**src/rtl/ps2_host_tx.sv**
```systemverilog
// ps2_host_tx: PS/2 host-to-device command byte transmitter driving open-collector line enables
module ps2_host_tx #(
  parameter int INHIBIT_CYCLES = 10000,
  parameter int TIMEOUT_CYCLES = 2000000,
  parameter int FILTER_LEN = 4
) (
  input  logic       clk,
  input  logic       rst,
  input  logic [7:0] tx_data,
  input  logic       tx_valid,
  output logic       tx_ready,
  input  logic       ps2_clk_i,
  input  logic       ps2_data_i,
  output logic       ps2_clk_oe,
  output logic       ps2_data_oe,
  output logic       tx_done,
  output logic       tx_error,
  output logic       busy
);
  localparam int IW = INHIBIT_CYCLES > 1 ? $clog2(INHIBIT_CYCLES) : 1;
  localparam int TW = TIMEOUT_CYCLES > 1 ? $clog2(TIMEOUT_CYCLES) : 1;
  localparam logic [IW-1:0] INH_LAST = IW'(INHIBIT_CYCLES - 1);
  localparam logic [TW-1:0] TO_LAST = TW'(TIMEOUT_CYCLES - 1);

  typedef enum logic [2:0] {IDLE, INHIBIT, RELEASE, SHIFT, ACK, WAIT_IDLE, ERR} state_t;

  state_t state, state_d;
  logic [1:0] clk_s, data_s;
  logic [FILTER_LEN-2:0] hist;
  logic [FILTER_LEN-1:0] win;
  logic filt, filt_q, fall;
  logic [9:0] frame;
  logic [3:0] idx;
  logic [IW-1:0] inh_cnt;
  logic [TW-1:0] to_cnt;
  logic data_q, inh_last, timed, timeout;

  // the current synchronized sample plus FILTER_LEN-1 history samples must all agree
  assign win = {hist, clk_s[1]};
  assign fall = filt_q & ~filt;
  assign inh_last = state == INHIBIT && inh_cnt == INH_LAST;
  assign timed = state inside {RELEASE, SHIFT, ACK, WAIT_IDLE};
  assign timeout = timed && to_cnt == TO_LAST;

  always_ff @(posedge clk or negedge rst) begin
    if (!rst) begin
      state <= IDLE;
      clk_s <= '1;
      data_s <= '1;
      hist <= '1;
      filt <= 1'b1;
      filt_q <= 1'b1;
      frame <= '0;
      idx <= '0;
      inh_cnt <= '0;
      to_cnt <= '0;
      data_q <= 1'b0;
    end else begin
      state <= state_d;
      clk_s <= {clk_s[0], ps2_clk_i};
      data_s <= {data_s[0], ps2_data_i};
      hist <= win[FILTER_LEN-2:0];
      filt <= &win ? 1'b1 : ~|win ? 1'b0 : filt;
      filt_q <= filt;
      inh_cnt <= state == INHIBIT ? (inh_cnt == INH_LAST ? inh_cnt : inh_cnt + 1'b1) : '0;
      to_cnt <= timed ? (to_cnt == TO_LAST ? to_cnt : to_cnt + 1'b1) : '0;
      if (state == IDLE && tx_valid) frame <= {1'b1, ~^tx_data, tx_data};
      idx <= state == SHIFT ? idx + 4'(fall) : '0;
      data_q <= inh_last ? 1'b1 : state == SHIFT && fall ? ~frame[idx] : timed ? data_q : 1'b0;
    end
  end

  always_comb begin
    state_d = state;
    case (state)
      IDLE:      state_d = tx_valid ? INHIBIT : IDLE;
      INHIBIT:   state_d = inh_cnt == INH_LAST ? RELEASE : INHIBIT;
      RELEASE:   state_d = SHIFT;
      SHIFT:     state_d = fall && idx == 4'd9 ? ACK : SHIFT;
      ACK:       state_d = fall ? (data_s[1] ? ERR : WAIT_IDLE) : ACK;
      WAIT_IDLE: state_d = filt && data_s[1] ? IDLE : WAIT_IDLE;
      default:   state_d = IDLE;
    endcase
    if (timeout) state_d = ERR;
  end

  // data enable leads the clock release by one cycle so the start bit is set up first
  assign ps2_data_oe = inh_last | (data_q & (state == RELEASE || state == SHIFT));
  assign ps2_clk_oe = state == INHIBIT;
  assign tx_ready = state == IDLE;
  assign busy = ~tx_ready;
  assign tx_done = state == WAIT_IDLE && filt && data_s[1] && !timeout;
  assign tx_error = state == ERR;
endmodule

```
**config.mk**
```make
export PLATFORM = sky130hd
export DESIGN_NAME = ps2_host_tx
export DESIGN_NICKNAME = d
export VERILOG_FILES = /design/src/rtl/ps2_host_tx.sv
export SDC_FILE = /design/constraint.sdc
export NUM_CORES = 1
export LEC_CHECK = 0
export ABC_AREA = 0
export CAP_MARGIN = 20
export CORE_UTILIZATION = 50
export CTS_CLUSTER_SIZE = 16
export DETAILED_ROUTE_END_ITERATION = 16
export GPL_TIMING_DRIVEN = 0
export PLACE_DENSITY = 0.79
export SYNTH_ARGS = -nofsm -noshare
export SYNTH_HDL_FRONTEND = slang
export SYNTH_SLANG_ARGS = --single-unit
```
**constraint.sdc**
```tcl
create_clock -name clk -period 1.7 [get_ports clk]
set_input_delay 0.255 -clock clk [delete_from_list [all_inputs] [get_ports clk]]
set_output_delay 0.255 -clock clk [all_outputs]
set_load 0.01 [all_outputs]
```
# --- After elaboration in Yosys (flattened, before gate mapping) ---
# Cells that the tools add are included.
totals:
  register_bits: 62
  latch_bits: 0
  mem_bits_rw: 0
  mem_bits_ro: 0
  input_bits: 13
  out_inout_bits: 6
  word_cells: 70
  mem_count: 0
op_classes:
  addsub: 3
  multipliers: 0
  div_mod_pow: 0
  magnitude_cmp: 1
  n_eq_ne: 13
  n_shift: 0
  n_mux: 20
  bitwise: 6
  n_reduce_logical: 16
op_table:
  columns: ["cell", "count"]
  rows:
  - ["$mux W21", 2]
  - ["$mux W14", 2]
  - ["$add A21 B1 Y21 const B", 1]
  - ["$eq A21 B21 Y1 const B", 1]
  - ["$pmux W3 S6", 1]
  - ["$add A14 B1 Y14 const B", 1]
  - ["$eq A14 B14 Y1 const B", 1]
  - ["$eq A3 B3 Y1 const B", 3]
  - ["$logic_and A1 B1 Y1", 9]
  - ["$mux W3", 3]
  - ["$reduce_xnor A8 Y1", 1]
  - ["$mux W1", 7]
  - ["$eq A3 B2 Y1 const B", 2]
  - ["$mux W2", 3]
  - ["$ne A2 B2 Y1 const B", 3]
  - ["$lt A4 B5 Y1 const B", 1]
  - ["$add A4 B1 Y4", 1]
  - ["$bmux W1 S4", 1]
  - ["$eq A4 B4 Y1 const B", 1]
  - ["$mux W4", 1]
  - ["$reduce_and A4 Y1", 1]
  - ["$reduce_bool A4 Y1", 1]
  - ["$reduce_or A4 Y1", 1]
  - ["$eq A3 B1 Y1 const B", 1]
  - ["7 further kinds", 10]

# --- Logic depth before layout (Yosys ltp) ---
depth:
  ltp_word: 6
  mapped_depth: 6
  ltp_nobuf: 6

# --- Least setup slack after synthesis ---
# No wires, ideal clock.
synth_path:
  path_type: "register to register"
  startpoint: "register inh_cnt[0]"
  endpoint: "register inh_cnt[3]"
  setup_time_ns: 0.078
  t_arrival_ns: 1.599
  required_ns: 1.622
  path_slack_ns: 0.022
  path_stages_with_launch: 7
  n_path_buf: 1
  synth_period_minus_slack_ns: 1.678
  cell_sequence: "dfrtp_1 > ha_1 > and3_1 > and4_1 > buf_2 > or3_1 > a21oi_1"
synth_between:
  elab_chain_len: 3
  elab_cells_between_ends: 5
  classes_between: "1 x add/sub; 2 x eq/ne; 2 x mux"
synth_lines:
  columns: ["element", "line", "text"]
  rows:
  - ["from (decl)", "34", "logic [IW-1:0] inh_cnt;"]
  - ["from (signal assigned)", "65", "inh_cnt <= state == INHIBIT ? (inh_cnt == INH_LAST ? inh_cnt : inh_cnt + 1'b1) : '0;"]
  - ["$add A14 B1 Y14", "65", null]
  - ["$mux W14 (2 in a row)", "65", null]
# Several ways; a longest one is shown, not always the timed one. The select of a mux whose other input is x is not followed.
# A chain may end at the register's enable or synchronous reset.

# --- Worst setup path after layout ---
layout_path:
  startpoint: "register inh_cnt[5]"
  endpoint: "output port ps2_data_oe"
layout_between:
  elab_chain_len: 3
layout_lines:
  columns: ["element", "line", "text"]
  rows:
  - ["$eq A14 B14 Y1", "41", "assign inh_last = state == INHIBIT && inh_cnt == INH_LAST;"]
  - ["$logic_and A1 B1 Y1", "41", null]
  - ["$or A1 B1 Y1", "88", "assign ps2_data_oe = inh_last | (data_q & (state == RELEASE || state == SHIFT));"]
  - ["to (decl)", "15", "output logic ps2_data_oe,"]
# Every way passes these cells.

==> flow_summary.toml <==
[setup_path]
setup.worst_path.end_class = "output pin"
ff2ff_setup_slack_ns = -0.10
slowest_stage = "dfrtp_1"
crit_arrival_ns = 1.73
ff2ff_path_depth = 7
crit_type = "reg2out"
crit_fanout = 2
max_stage_delay_ns = 0.41
regToRegStartpoint = "inh_cnt[1]"
start_kind = "register"
worstPathCellList = "nor4b_2, and4_1, nand3b_1, a21oi_2, buf_2"
r2r-end = "inh_cnt[3]"
crit_required_ns = 1.44

[final_layout]
instances_no_fill = 443
drive_above_1_share = 0.3478
diodes = 0
syn_to_final_growth_pct = 27.97
finalNetCount = 380
fin_util = 0.6744

[die]
row_count = 28
start_util = 0.5270
fp.dieArea_um2 = 6674
ios = 19
die_h_um = 81.70
coreArea_um2 = 6026
die_w_um = 81.70

[global_routing]
grt_antenna_before_repair = 0
grt_max_degree = 37
grt_pass1_vias = 2480
track_usage = 0.2339
grt_pass1_wl_um = 11540
grt_overflow = 0

[timing]
setup_ws_ns = -0.2816
finalSetupViolCount = 5
worst_pin_slew_ns = 0.5983
period_share = 1.166
max_freq_ghz = 0.5046
fin_skew_ns = 0.009140
hold_violations = 0
slew_violations = 0
hold_slack_ns = 0.3180
finalWorstPathRequiredPeriod_ns = 1.982
rsz0062_at_grt = "true"
maxSlewHeadroom = 0.6011

[detailed_routing]
drt-pass1-iter-count = 5
drtIter0Drc = 197
drt_wl_total_um = 7399
wl_per_cell_um = 16.70
ant_nets = 0
drc = 0
vias_per_cell = 5.993
num_vias = 2655

[synthesis]
synth_edf_count = 0
ys_seq_elements = 62
synth_area_leaders = "dfrtp_1, dfstp_2, xnor2_1, mux2_2, a21oi_1"
postSynthCellCount = 306
yosysUniqueCellTypes = 54
syn-cell-area_um2 = 3176
synth_top_area_cell = "dfrtp_1"
synth_top_area_share = 0.4177
yosysSeqAreaShare = 0.4921
postSynthAreaPerCell_um2 = 10.38
synth-async-reset-ratio = 1.000
ys.flop_type = "dfrtp_1"
yosys_warnings = 0
syn_nets = 323

[placed_design]
dp_cells = 400
place.gp.congestion = 0.8110
port_buffers = 18
pre_cts_ws_ns = -0.5947
place_hpwl_um = 4362

[run_status]
failed_checks = "setup timing"
status = "complete, but fails checks"

[cts]
htree_levels = 3
cts_sinks = 62
clk_pin_slew_ns = 0.07
insertion_delay_ns = 0.35
cts_made_buffers = 9
cts_max_path_buffers = 2
cts-root-buf = "clkbuf_8"
tritoncts = "built"

[worst_hold_path]
holdPathStages = 1
hold_path.class = "in2reg"
min-delay-start = "ps2_data_i"
hold_end = "data_s[0]"

[run]
cap_violations = 0

[pwr]
ir_worst_vdd_v = 0.0005503
p_leak_nw = 1.654
p_per_area_nw_per_um2 = 813.5
## registers in the layout, indices dropped and copies added, names as in the netlist
register  count
to_cnt       21
inh_cnt      14
frame        10
idx           4
hist          3
state         3
clk_s         2
data_s        2
data_q        1
filt          1
filt_q        1
## routing by layer
layer / track usage / vias up / part of all wire
met1: 0.3111 / 1296 / 0.43
met3: 0.05556 / 23 / 0.053
met5: 0 / - / 0
met2: 0.3608 / 92 / 0.49
met4: 0.1105 / 0 / 0.030
li1: - / 1244 / -
## layout by cell type, fill, tap and decap left out, drive strengths merged, types with 3 or more instances in the layout
| cell type | n |
|---|---|
| dfrtp | 53 |
| buf | 38 |
| nand2 | 22 |
| a21oi | 22 |
| nor2 | 19 |
| xnor2 | 15 |
| nand3 | 15 |
| clkbuf | 14 |
| o21ai | 13 |
| or3 | 12 |
| mux2 | 11 |
| clkdlybuf4s50 | 11 |
| dfstp | 9 |
| nand4 | 9 |
| inv | 8 |
| nor3 | 7 |
| and4 | 7 |
| mux2i | 6 |
| and3 | 6 |
| xor2 | 5 |
| or2 | 5 |
| o211ai | 4 |
| o31ai | 4 |
| or4 | 4 |
| nor4 | 4 |
| nand2b | 4 |
| and2 | 4 |
| nor4b | 4 |
| ha | 4 |
| clkinv | 3 |
## synth_stat cells (5+ instances only)
cell type  number
nand4_1         7
nand2_1        21
nor2_1         19
o21ai_0        13
and3_1          5
xor2_1          5
nand3_1        13
mux2_2         11
a21oi_1        22
nor3_1          7
xnor2_1        15
mux2i_1         6
dfstp_2         9
or3_1          12
dfrtp_1        53
and4_1          5
or2_2           5
inv_1           8
## cell families (layout without fill, tap and decap cells)
group                      Yosys count  count (layout)  synth area share
muxes                               18              18           0.06501
adders and majority gates            4               4           0.01576
buffers and inverters               17              78           0.02403
AOI/OAI and AO/OA                   57              57            0.1088
xor gates and xnor gates            20              20           0.05516
DFF                                 62              62            0.4921
and+or+nand+nor                    128             129            0.2392
## power breakdown
part           switching, mW  total [mW]  internal (mW)
sequential             0.116        1.72           1.60
combinational          0.213       0.460          0.247
clock                  0.568        1.13          0.562
total                  0.897        3.31           2.41
## worst max-delay path: cells and delay by family, from the launching register on
kind / cells / cell delay (ns)
buffers and inverters: 1 / 0.14
and+or+nand+nor: 3 / 0.69
DFF: 1 / 0.41
AOI/OAI and AO/OA: 1 / 0.14
## worst max-delay path by stage
| stage | from | to | slack (ns) | depth (start not counted) |
|---|---|---|---|---|
| 2_1_floorplan | inh_cnt[0] | inh_cnt[3] | 0.02 | 6 |
| 6_report | inh_cnt[5] | ps2_data_oe | -0.28 | 5 |
| 4_1_cts | inh_cnt[1] | ps2_data_oe | -0.28 | 7 |
| 3_3_place_gp | rst | inh_cnt[12] | -1.53 | 1 |
| 5_1_grt | inh_cnt[5] | ps2_data_oe | -0.35 | 5 |
| 3_5_place_dp | to_cnt[11] | tx_done | -0.59 | 5 |
## through the flow
stage / power [mW] / TNS, ns / instance area [um^2]
floorplan: 1.916 / 0 / 3176
global placement: 2.020 / -91.39 / 3450
detailed placement: 2.047 / -3.794 / 3465
CTS: 3.241 / -0.5935 / 3906
global route: 3.453 / -1.188 / 4064
finish: 3.306 / -0.6740 / 4064
## timing repair
item,4_1_cts,5_1_grt
gates cloned,0,1
endpoints found under the hold margin,17,0
resized for setup,55,32
buffers inserted,20,8
setup endpoints to repair,34,25
hold buffers,1,0
pin swaps,9,11
## final cells by class
cell class | count | area (um^2)
inverter | 8 | 30.03
clock inverter | 4 | 22.52
tap | 75 | 93.84
timing repair buffer | 46 | 386.6
buffer | 8 | 75.07
sequential | 62 | 1572
multi-input combinational | 228 | 1739
clock buffer | 12 | 145.1
fill | 415 | 1962
Note: power is estimated with default switching activity, not from simulation.
